<file path="src/rtl/grn_attractor_ctrl.sv">
// Attractor search controller for a gene-regulatory network with slow (s0) and fast (s1) state copies.
// Optional macro GRN_ABORT_EN adds an abort input that ends a run early with no result.
module grn_attractor_ctrl #(
  parameter int NODES = 8,
  parameter int CNT_W = 16
) (
  input  logic             clk,
  input  logic             rst_n,
  input  logic             start,
  input  logic [NODES-1:0] init_vec,
  input  logic [CNT_W-1:0] max_steps,
  input  logic [NODES-1:0] nodes_s0,
  input  logic [NODES-1:0] nodes_s1,
`ifdef GRN_ABORT_EN
  input  logic             abort,
`endif
  output logic             reset_nos,
  output logic [NODES-1:0] init_state,
  output logic             start_s0,
  output logic             start_s1,
  output logic             busy,
  output logic             done,
  output logic             found,
  output logic             timeout,
  output logic [CNT_W-1:0] meet_steps,
  output logic [CNT_W-1:0] period
);

  localparam logic [2:0] S_IDLE   = 3'd0;
  localparam logic [2:0] S_LOAD   = 3'd1;
  localparam logic [2:0] S_RUN    = 3'd2;
  localparam logic [2:0] S_PERIOD = 3'd3;
  localparam logic [2:0] S_DONE   = 3'd4;

  localparam logic [CNT_W-1:0] CNT_MAX = '1;

  logic [2:0]       state;
  logic [CNT_W-1:0] limit;
  logic [CNT_W-1:0] step_cnt;
  logic [CNT_W-1:0] per_cnt;
  logic [CNT_W-1:0] step_next;
  logic [CNT_W-1:0] per_vis;
  logic [NODES-1:0] ref_state;
  logic             abort_hit;
  logic             meet;
  logic             match;

`ifdef GRN_ABORT_EN
  assign abort_hit = abort && busy;
`else
  assign abort_hit = 1'b0;
`endif

  assign busy = (state == S_LOAD) || (state == S_RUN) || (state == S_PERIOD);
  assign done = (state == S_DONE);

  assign reset_nos = (state == S_LOAD) && !abort_hit;
  assign start_s0  = (state == S_RUN) && !abort_hit;
  assign start_s1  = ((state == S_RUN) || (state == S_PERIOD)) && !abort_hit;

  assign step_next = (step_cnt == CNT_MAX) ? step_cnt : step_cnt + 1'b1;

  // per_cnt holds the s1 steps already seen; the strobe issued in the meet cycle
  // becomes visible in the first PERIOD cycle, so the current view is one further on.
  assign per_vis = (per_cnt == CNT_MAX) ? per_cnt : per_cnt + 1'b1;

  assign meet  = (state == S_RUN) && !step_cnt[0] && (step_cnt != '0) && (nodes_s0 == nodes_s1);
  assign match = (state == S_PERIOD) && (per_vis != '0) && (nodes_s1 == ref_state);

  // NOTE: all state updates use non-blocking assignments so every register samples
  // pre-edge values, independent of statement order within the block.
  always_ff @(posedge clk) begin
    if (!rst_n) begin
      state      <= S_IDLE;
      init_state <= '0;
      limit      <= '0;
      step_cnt   <= '0;
      per_cnt    <= '0;
      ref_state  <= '0;
      found      <= 1'b0;
      timeout    <= 1'b0;
      meet_steps <= '0;
      period     <= '0;
    end else if (abort_hit) begin
      state   <= S_DONE;
      found   <= 1'b0;
      timeout <= 1'b0;
    end else begin
      case (state)
        S_IDLE: begin
          if (start) begin
            init_state <= init_vec;
            limit      <= (max_steps == '0) ? CNT_MAX : max_steps;
            found      <= 1'b0;
            timeout    <= 1'b0;
            meet_steps <= '0;
            period     <= '0;
            state      <= S_LOAD;
          end
        end
        S_LOAD: begin
          step_cnt <= '0;
          state    <= S_RUN;
        end
        S_RUN: begin
          if (meet) begin
            meet_steps <= step_cnt;
            ref_state  <= nodes_s0;
            per_cnt    <= '0;
            state      <= S_PERIOD;
          end else if (step_cnt == limit) begin
            timeout <= 1'b1;
            found   <= 1'b0;
            state   <= S_DONE;
          end else begin
            step_cnt <= step_next;
          end
        end
        S_PERIOD: begin
          if (match) begin
            period <= per_vis;
            found  <= 1'b1;
            state  <= S_DONE;
          end else if (per_vis == limit) begin
            timeout <= 1'b1;
            found   <= 1'b0;
            state   <= S_DONE;
          end else begin
            per_cnt <= per_vis;
          end
        end
        S_DONE:  state <= S_IDLE;
        default: state <= S_IDLE;
      endcase
    end
  end

endmodule

</file>
<file path="config.mk">
export PLATFORM = sky130hd
export DESIGN_NAME = grn_attractor_ctrl
export DESIGN_NICKNAME = d
export VERILOG_FILES = /design/src/rtl/grn_attractor_ctrl.sv
export SDC_FILE = /design/constraint.sdc
export NUM_CORES = 1
export LEC_CHECK = 0
export CORE_MARGIN = 4
export CORE_UTILIZATION = 55
export DETAILED_ROUTE_END_ITERATION = 8
export PLACE_DENSITY = 0.81
export SYNTH_ARGS = -nofsm -noshare
export SYNTH_HDL_FRONTEND = slang
export SYNTH_SLANG_ARGS = --single-unit
</file>
<file path="constraint.sdc">
create_clock -name clk -period 4.5 [get_ports clk]
set_input_delay 0.9 -clock clk [delete_from_list [all_inputs] [get_ports clk]]
set_output_delay 0.9 -clock clk [all_outputs]
set_load 0.02 [all_outputs]
</file>
==> out/metrics.csv, run 1 <==
stage;metric;value;unit
setup_path;cp.arrival;4.43;ns
logic_synthesis;synth_edf_count;0;
timing;final.setup.worst_slack;0.366;ns
placement;routabilityCongestion;0.994;
clocking;cts_root_buf;clkbuf_8;
logic_synthesis;ys_warn_count;0;
drt;via_count;5508;
placement;placed_cells;867;
layout;layout_commonest_cell;dfxtp_1;
setup_path;rrSetupSlack;0.37;ns
floorplanning;die_x;111;um
grt;grt.total_usage;28.7;%
setup_path;cp-endpoint;per_cnt[0]$_SDFFE_PN0P_;
clocking;path_clk_slew;0.11;ns
clocking;cts_sinks;101;
pwr;pwr-share-comb;31.5;%
layout;fillers;838;
timing;hold_viol;0;
setup_path;startpoint;per_cnt[0]$_SDFFE_PN0P_;
layout;drive_gt1_share;9.37;%
logic_synthesis;synthDistinctLibCells;77;
flow_run;maxCapViolations;0;
timing;max_slew_margin;51.5;%
timing;period_needed;4.13;ns
pwr;internal_power;0.00157;W
logic_synthesis;synth_top_flop_cell;dfxtp_1;
setup_path;startpoint_type;register;
grt;grt_max_degree;45;
drt;drtAntennaViolNets;0;
clocking;clkLatencyLatePin;0.39;ns
clocking;htreeDepth;3;
layout;area_growth;19.3;%
layout;stdcell_count;883;
setup_path;slowest_delay;0.65;ns
clocking;cts_tree;done;
logic_synthesis;async_flop_share;0;%
logic_synthesis;ys_ff_latch;101;
setup_path;r2r_cells;11;
timing;timing.final.crit_share;91.9;%
placement;io_buffers;89;
floorplanning;dieHeight;111;um
pwr;p_switching;0.000939;W
floorplanning;boundaryPins;90;
timing;worst_pin_slew;0.727;ns
drt;dr.pass1.iters;6;
timing;setup_viol;0;
setup_path;crit_path_end_kind;register;
grt;grt_pass1_vias;5328;
clocking;holdBufCountCts;0;
drt;drcViolationCount;0;
layout;fin_util;67.1;%
pwr;leakage;2.59;nW
timing;maxSlewViolCount;0;
pwr;switching_share;37.4;%
logic_synthesis;netlist_area;0.00581;mm2
timing;max_freq;242;MHz
placement;place_hpwl;13.3;mm
layout;num_antenna_cells;0;
pwr;ir_worst_vdd;0.430;mV
drt;drtIter0Drc;500;
drt;wirelength;17.7;mm
logic_synthesis;avgSynthCellArea;8.55;um2
grt;gr-total-overflow;0;
setup_path;path_class;register to register;
grt;grt_pass1_wl;28.7;mm
pwr;clkPwrFrac;24.3;%
setup_path;slowest_stage;o41ai_1;
layout;most-common-layout-cells;101 x dfxtp_1, 88 x clkdlybuf4s50_1, 74 x nand2_1;
drt;vias_per_cell;6.24;
pwr;seqPwrFrac;44.1;%
grt;antenna_found_initial;0;
pwr;p_per_area;363;mW/mm2
timing;fin_setup_tns;0;ns
logic_synthesis;syn-instance-count;679;
floorplanning;rows;37;
floorplanning;initial_core_util;56.2;%
floorplanning;core;0.0103;mm2
timing;finClkSkew;0.0181;ns
logic_synthesis;yosysSeqAreaShare;34.8;%
placement;preCtsSetupSlack;0.480;ns
clocking;cts_buffer_depth;2;
drt;wl_per_cell;20.0;um
outcome;status;finished, final reports clean;
worst_hold_path;hold_depth;2;
setup_path;crit_chain;ha_1 -> nand3_1 -> buf_4 -> o41ai_1 -> xnor2_1 -> o2111ai_1 -> a2111o_1 -> or4_4 -> nand2_4 -> mux2i_1 -> a21boi_1;
timing;grt_setup_unrepaired;false;
logic_synthesis;syn-num-nets;725;
setup_path;r2r-start;per_cnt[0]$_SDFFE_PN0P_;
setup_path;crit_fanout;27;
clocking;cts_buffers;9;
floorplanning;die_area;0.0123;mm2
worst_hold_path;hold_path.class;register to register;
setup_path;cp_data_required_time;4.79;ns
layout;nets;788;
setup_path;r2r_end;per_cnt[0]$_SDFFE_PN0P_;
worst max-delay path: cells and delay by family (launching register included):
| family | cells | cell delay [ns] |
|---|---|---|
| muxes | 1 | 0.25 |
| AOI/OAI and AO/OA | 4 | 1.19 |
| buffers and inverters | 1 | 0.29 |
| DFF | 1 | 0.50 |
| and+or+nand+nor | 3 | 1.19 |
| adders and majority gates | 1 | 0.40 |
| xor gates and xnor gates | 1 | 0.20 |
metal layers:
metal	part of all wire (%)	GRT usage [%]	up-vias	wire length [um]
li1	-	-	2589	-
met1	44	38.6	2624	7780
met2	44	44.4	262	7850
met3	9.1	7.97	33	1600
met4	2.4	9.44	0	429
met5	0	0	-	0
how the worst min path moves through the flow:
stage,start,slack [ns],to
5_1_grt,init_state[1]$_SDFFE_PN0P_,0.49,init_state[1]$_SDFFE_PN0P_
4_1_cts,meet_steps[13]$_SDFFE_PN0P_,0.46,meet_steps[13]$_SDFFE_PN0P_
6_report,meet_steps[14]$_SDFFE_PN0P_,0.46,meet_steps[14]$_SDFFE_PN0P_
3_5_place_dp,meet_steps[13]$_SDFFE_PN0P_,0.45,meet_steps[13]$_SDFFE_PN0P_
2_1_floorplan,step_cnt[8]$_SDFFE_PN0P_,0.50,meet_steps[8]$_SDFFE_PN0P_
3_3_place_gp,meet_steps[11]$_SDFFE_PN0P_,0.44,meet_steps[11]$_SDFFE_PN0P_
cell families (layout without fill, tap and decap cells):
family	Yosys count	after routing	share of synthesized area, %
muxes	23	23	3.97
and+or+nand+nor	282	282	27.3
DFF	101	101	34.8
xor gates and xnor gates	54	54	8.15
adders and majority gates	3	3	0.647
AOI/OAI and AO/OA	147	147	19.5
buffers and inverters	69	137	5.60
through the flow:
step,hold slack (ns),power [W],cell area (um2)
2_1_floorplan,0.496,0.00163,5810
3_3_place_gp,0.437,0.00189,6720
3_5_place_dp,0.445,0.00191,6720
4_1_cts,0.461,0.00252,6930
5_1_grt,0.489,0.00265,6930
6_report,0.456,0.00251,6930
cells in the mapped netlist (5+ instances only):
cell        n  area share, %
dfxtp_1   101             35
and3_1     10            1.1
nor2_1     33            2.1
xnor2_1    12            1.8
and4_1      6           0.91
mux2i_1    23            4.0
nand3_1    30            2.6
nor3_1     18            1.6
nand2b_1    7           0.75
a21boi_0   14            1.8
nor2b_1    21            2.3
o21ai_1     5           0.43
nand4_1    14            1.5
or3_1      14            1.5
clkbuf_1   28            1.8
xor2_1     42            6.3
o221a_2    17            3.3
inv_1      16            1.0
o21ai_0    23            2.0
a21boi_1   20            2.6
or4_1       5           0.65
and2_1      5           0.54
nor4_1     21            2.3
buf_2      16            1.4
nand2_1    74            4.8
a31oi_1     6           0.65
a21oi_1    14            1.2
power groups by stage:
stage	sequential [W]	clock [W]	combinational [W]
after floorplan	0.00108	0	0.000550
after global placement	0.00112	0	0.000769
after detailed placement	0.00112	0	0.000788
after CTS	0.00111	0.000626	0.000790
after global routing	0.00112	0.000663	0.000873
final	0.00111	0.000612	0.000791
cell type report:
type | instances | area (um2) | area share (%)
Multi-Input combinational cell | 509 | 3470 | 50.0
Sequential cell | 101 | 2020 | 29.2
Tap cell | 136 | 170 | 2.46
Inverter | 17 | 63.8 | 0.921
Clock inverter | 7 | 82.6 | 1.19
Timing Repair Buffer | 104 | 998 | 14.4
Clock buffer | 9 | 124 | 1.79
sequential cells by signal, summed over array words and instances, names as in the netlist:
signal	count
step_cnt	16
state	3
ref_state	8
per_cnt	16
init_state	8
timeout	1
period	16
limit	16
found	1
meet_steps	16
repair_timing:
action | in CTS | in global routing
resized for setup | 0 | 1
setup endpoints to repair | 0 | 5
setup buffers | 0 | 0
(Power assumes the default switching activity.)
==> run 2: changes to the inputs <==
==> constraint.sdc (replaced) <==
create_clock -name clk -period 4.5 [get_ports clk]
set_input_delay 0.9 -clock clk [delete_from_list [all_inputs] [get_ports clk]]
set_output_delay 0.9 -clock clk [all_outputs]
set_load 0.1 [all_outputs]
==> run 2 against run 1 <==
Effect of this change: global-route usage grew 0.57 points; combinational power grew 31%; flip-flop and latch count is the same; clock-buffer cell count grew 1; first-iteration DRC count grew 27%; via count grew 1.1%; non-clock buffer count shrank 1; design area shrank 0.45%; maximum frequency grew 0.36%; routed wire length grew 2.4%; die area is the same; sequential share of layout area grew 0.13 points; highest routed layer unchanged.
==> out/metrics.csv, run 2 (synthesized netlist as in run 1, its figures left out) <==
stage;metric;value;unit;change
grt;grt_pass1_vias;5387;;+1.1%
floorplanning;die_area;0.0123;mm2;unchanged
timing;grt_setup_unrepaired;false;;
drt;dr.pass1.iters;7;;+1
clocking;cts_buffers;9;;unchanged
grt;gr-max-usage-layer;met2;;
floorplanning;core;0.0103;mm2;unchanged
grt;grt.total_usage;29.3;%;+0.57 points
clocking;cts_sinks;101;;unchanged
setup_path;cp_data_required_time;4.82;ns;+0.03 ns
placement;placed_area;0.00671;mm2;-0.19%
layout;layout_commonest_cell;dfxtp_1;;
clocking;htreeDepth;3;;unchanged
layout;stdcell_area;0.00690;mm2;-0.45%
pwr;p_per_area;396;mW/mm2;+9.3%
grt;gr-total-overflow;0;;unchanged
placement;routabilityCongestion;1.01;;+1.2%
grt;met1_usage;38.7;%;+0.039 points
pwr;ir_worst_vdd;0.376;mV;-13%
timing;max_freq;243;MHz;+0.36%
timing;fin_setup_tns;0;ns;unchanged
layout;nets;787;;-0.13%
setup_path;crit_fanout;27;;unchanged
setup_path;path_class;register to register;;
worst_hold_path;hold_path.class;register to register;;
timing;worst_pin_slew;1.01;ns;+0.279 ns
floorplanning;initial_core_util;56.2;%;unchanged
clocking;clkLatencyLatePin;0.38;ns;about the same
floorplanning;dieHeight;111;um;unchanged
timing;timing.final.crit_share;91.5;%;-0.33 points
drt;drtAntennaViolNets;0;;unchanged
drt;drcViolationCount;0;;unchanged
layout;num_antenna_cells;0;;unchanged
layout;most-common-layout-cells;101 x dfxtp_1, 86 x clkdlybuf4s50_1, 74 x nand2_1;;
drt;vias_per_cell;6.32;;+1.3%
grt;antenna_found_initial;0;;unchanged
layout;fillers;853;;+1.8%
setup_path;startpoint_type;register;;
clocking;cts_buffer_depth;2;;unchanged
clocking;cts_tree;done;;
grt;grt.met3_usage;6.88;%;-1.1 points
timing;period_needed;4.12;ns;-0.0147 ns
timing;finClkSkew;0.0132;ns;-0.00491 ns
floorplanning;die_x;111;um;unchanged
layout;area_growth;18.8;%;
clocking;holdBufCountCts;0;;unchanged
drt;wirelength;18.1;mm;+2.4%
placement;place_hpwl;13.7;mm;+2.5%
placement;io_buffers;89;;unchanged
setup_path;crit_path_end_kind;register;;
floorplanning;rows;37;;unchanged
floorplanning;boundaryPins;90;;unchanged
grt;grt_pass1_wl;29.3;mm;+2.2%
pwr;leakage;2.58;nW;-0.47%
grt;grt_max_degree;44;;-2.2%
timing;hold_viol;0;;unchanged
layout;drive_gt1_share;9.26;%;-0.11 points
timing;max_slew_margin;32.7;%;-19 points
timing;setup_viol;0;;unchanged
timing;maxSlewViolCount;0;;unchanged
drt;drtIter0Drc;635;;+27%
setup_path;cp.arrival;4.44;ns;about the same
drt;wl_per_cell;20.5;um;+2.6%
outcome;status;finished, final reports clean;;
grt;use_met2;46.9;%;+2.5 points
drt;via_count;5568;;+1.1%
clocking;path_clk_slew;0.10;ns;about the same
flow_run;maxCapViolations;0;;unchanged
clocking;cts_root_buf;clkbuf_8;;
[run 2: final timing paths]
path | slack [ns] | endpoint | cells after the start | startpoint
worst max-delay path | 0.38 | per_cnt[3]$_SDFFE_PN0P_ | 10 | per_cnt[0]$_SDFFE_PN0P_
worst min-delay path | 0.45 | period[9]$_SDFFE_PN0P_ | 2 | period[9]$_SDFFE_PN0P_
worst max register to register | 0.38 | per_cnt[3]$_SDFFE_PN0P_ | 10 | per_cnt[0]$_SDFFE_PN0P_
worst min register to register | 0.45 | period[9]$_SDFFE_PN0P_ | 2 | period[9]$_SDFFE_PN0P_
[run 2: routing by layer]
layer  vias to the layer above  part of all wire [%]
met4                         0                   2.3
met1                      2663                    43
met2                       275                    46
met3                        43                   8.7
li1                       2587                     -
met5                         -                     0
[run 2: what timing repair did]
item                                    CTS  global route
resized for setup                         0             1
setup buffers                             0             0
endpoints found under the setup margin    0             7
[run 2: stage by stage]
step,std cells,power (W),setup slack [ns],util (%),hold WS (ns)
2_1_floorplan,679,0.00186,0.602,-,0.496
3_3_place_gp,866,0.00213,0.434,65.0,0.436
3_5_place_dp,866,0.00215,0.346,65.0,0.442
4_1_cts,881,0.00273,0.297,66.8,0.453
5_1_grt,881,0.00286,0.149,66.8,0.472
6_report,881,0.00273,0.380,66.8,0.452
[run 2: power breakdown]
part           leakage, nW  total (W)  internal [W]  switching (W)
registers            0.819    0.00111      0.000972       0.000141
clock network       0.0927   0.000583      0.000257       0.000326
logic                 1.66    0.00104      0.000336       0.000702
[run 2: worst max-delay path: stages, from the launching register on]
cell	delay (ns)
dfxtp_1	0.52
ha_1	0.38
nand3_1	0.36
nor4_2	0.51
mux2i_1	0.51
and2_1	0.21
a41oi_2	0.22
a211oi_4	0.38
nand2_4	0.26
or4_1	0.54
a21boi_1	0.15
[run 2: cell type report]
| class | instances | area [um2] | share of cell area, % |
|---|---|---|---|
| clock buffers | 10 | 128 | 1.85 |
| clock inverters | 5 | 60.1 | 0.871 |
| inverters | 17 | 63.8 | 0.925 |
| multi-input cells | 509 | 3470 | 50.3 |
| flip-flops and latches | 101 | 2020 | 29.3 |
| well taps | 136 | 170 | 2.47 |
| repair buffers | 103 | 986 | 14.3 |
==> run 3: changes to the inputs <==
--- a/config.mk
+++ b/config.mk
@@ -5,7 +5,7 @@
 export SDC_FILE = /design/constraint.sdc
 export NUM_CORES = 1
 export LEC_CHECK = 0
-export CORE_MARGIN = 4
+export CORE_MARGIN = 1
 export CORE_UTILIZATION = 55
 export DETAILED_ROUTE_END_ITERATION = 8
 export PLACE_DENSITY = 0.81
==> run 3 against run 2 <==
Effect of this change: flip-flop and latch count stayed put; critical endpoint is now per_cnt[0]$_SDFFE_PN0P_; non-clock buffer count is 1 lower; hold slack better by 0.0020 ns; clock skew is 0.0034 ns lower; global-route usage is 3.8 points higher; sequential share of layout area hardly changed.
==> out/metrics.csv, run 3 (synthesized netlist as in run 1, its figures left out) <==
stage;metric;value;unit;change
pwr;leakage;2.58;nW;+0.13%
grt;grt.total_usage;33.1;%;+3.8 points
layout;num_antenna_cells;0;;unchanged
timing;timing.final.crit_share;88.8;%;-2.7 points
setup_path;path_class;register to register;;
setup_path;r2r_end;per_cnt[0]$_SDFFE_PN0P_;;
worst_hold_path;hold_depth;2;;unchanged
placement;placed_area;0.00670;mm2;-0.11%
timing;maxSlewViolCount;0;;unchanged
pwr;ir_worst_vdd;0.398;mV;+5.9%
grt;grt_max_degree;58;;+32%
grt;gr-total-overflow;0;;unchanged
floorplanning;rows;37;;unchanged
drt;drtAntennaViolNets;0;;unchanged
grt;grt_pass1_wl;28.2;mm;-3.6%
floorplanning;dieHeight;105;um;-5.4%
layout;stdcell_area;0.00690;mm2;about the same
setup_path;cp.arrival;4.28;ns;-0.16 ns
floorplanning;core;0.0103;mm2;-0.45%
setup_path;crit_chain;ha_1 -> nand3_1 -> nor4_4 -> buf_4 -> xnor2_1 -> a2111oi_2 -> nand4_1 -> or4_4 -> nand2_4 -> mux2i_1 -> a21boi_1;;
drt;wl_per_cell;20.2;um;-1.4%
timing;worst_pin_slew;0.995;ns;-0.0111 ns
layout;nets;786;;-0.13%
setup_path;slowest_stage;nor4_4;;
layout;layout_commonest_cell;dfxtp_1;;
placement;routabilityCongestion;0.969;;-3.6%
setup_path;crit_fanout;27;;unchanged
layout;drive_gt1_share;9.40;%;+0.13 points
drt;vias_per_cell;6.31;;-0.16%
setup_path;crit_buf_inv;1;;+1
clocking;cts_buffers;9;;unchanged
clocking;cts_tree;done;;
drt;via_count;5559;;-0.16%
layout;area_growth;18.8;%;about the same
setup_path;path_delay_family;simple AND/OR/NAND/NOR gates;;
drt;dr.pass1.iters;5;;-2
floorplanning;boundaryPins;90;;unchanged
clocking;cts_sinks;101;;unchanged
timing;holdWs;0.454;ns;+0.00201 ns
clocking;clkLatencyLatePin;0.39;ns;about the same
drt;drcViolationCount;0;;unchanged
clocking;cts_setup_buffers;0;;unchanged
setup_path;crit_path_end_kind;register;;
flow_run;maxCapViolations;0;;unchanged
drt;wirelength;17.8;mm;-1.4%
layout;fin_util;67.1;%;+0.29 points
clocking;cts_root_buf;clkbuf_8;;
placement;preCtsSetupSlack;0.453;ns;+0.107 ns
layout;most-common-layout-cells;101 x dfxtp_1, 86 x clkdlybuf4s50_1, 74 x nand2_1;;
setup_path;slowest_delay;0.60;ns;+0.06 ns
worst_hold_path;hold_path.class;register to register;;
grt;antenna_found_initial;0;;unchanged
timing;fin_setup_tns;0;ns;unchanged
pwr;p_per_area;394;mW/mm2;-0.56%
timing;final.setup.worst_slack;0.503;ns;+0.123 ns
clocking;path_clk_slew;0.10;ns;about the same
setup_path;startpoint_type;register;;
worst_hold_path;min_from;period[10]$_SDFFE_PN0P_;;
timing;max_slew_margin;33.5;%;+0.74 points
timing;max_freq;250;MHz;+3.1%
placement;io_buffers;89;;unchanged
timing;finClkSkew;0.00972;ns;-0.00343 ns
placement;place_hpwl;13.3;mm;-2.4%
floorplanning;initial_core_util;56.5;%;+0.25 points
clocking;htreeDepth;3;;unchanged
floorplanning;die_x;105;um;-5.4%
setup_path;rrSetupSlack;0.50;ns;+0.12 ns
grt;grt_pass1_vias;5321;;-1.2%
worst_hold_path;min_to;period[10]$_SDFFE_PN0P_;;
timing;hold_viol;0;;unchanged
setup_path;cp_data_required_time;4.78;ns;-0.04 ns
drt;drtIter0Drc;501;;-21%
setup_path;r2r_cells;11;;+1
timing;period_needed;4.00;ns;-0.123 ns
setup_path;r2r-start;per_cnt[0]$_SDFFE_PN0P_;;
outcome;status;finished, final reports clean;;
timing;setup_viol;0;;unchanged
floorplanning;die_area;0.0110;mm2;-11%
timing;grt_setup_unrepaired;false;;
clocking;cts_buffer_depth;2;;unchanged
==> run 3: power breakdown <==
| group | internal [W] | switching (W) | leakage, nW |
|---|---|---|---|
| Sequential | 0.000972 | 0.000140 | 0.819 |
| Clock | 0.000238 | 0.000337 | 0.102 |
| Combinational | 0.000332 | 0.000699 | 1.66 |
==> run 3: tightest hold or removal path: stages, from the launching register on <==
cell      delay (ns)
dfxtp_1         0.32
nand2_1         0.05
a21boi_1        0.05
==> run 3: worst max path at each step <==
| stage | from | to | slack (ns) | depth (start not counted) |
|---|---|---|---|---|
| finish | per_cnt[0]$_SDFFE_PN0P_ | per_cnt[0]$_SDFFE_PN0P_ | 0.50 | 11 |
| global route | per_cnt[0]$_SDFFE_PN0P_ | per_cnt[8]$_SDFFE_PN0P_ | 0.24 | 11 |
| CTS | per_cnt[0]$_SDFFE_PN0P_ | period[0]$_SDFFE_PN0P_ | 0.42 | 11 |
| detailed placement | per_cnt[0]$_SDFFE_PN0P_ | period[0]$_SDFFE_PN0P_ | 0.45 | 11 |
| global placement | per_cnt[0]$_SDFFE_PN0P_ | per_cnt[0]$_SDFFE_PN0P_ | 0.60 | 11 |
| floorplan | state[0]$_SDFFE_PN0P_ | step_cnt[5]$_SDFFE_PN0P_ | 0.60 | 9 |
==> run 3: metal layers <==
layer  up-vias  wire length [um]  global-route usage (%)
met5         -                 0                       0
met4         0               714                    16.2
met3        50              1620                    7.74
met2       292              8110                    51.6
met1      2618              7380                    43.0
li1       2599                 -                       -
==> run 3: metrics by stage <==
step	total power, W	instances
floorplan	0.00186	679
global placement	0.00212	865
detailed placement	0.00215	865
CTS	0.00272	881
global route	0.00284	881
finish	0.00272	881
==> run 3: area by class of cell <==
type	instances	area (um2)
multi-input combinational	509	3470
fill	874	3380
sequential	101	2020
timing repair buffer	102	978
tap	136	170
clock buffer	11	151
inverter	17	63.8
clock inverter	5	42.5
==> run 3: timing repair <==
action / CTS / global route
setup endpoints to repair: 0 / 7
hold buffers: 0 / 0
resized for setup: 0 / 1
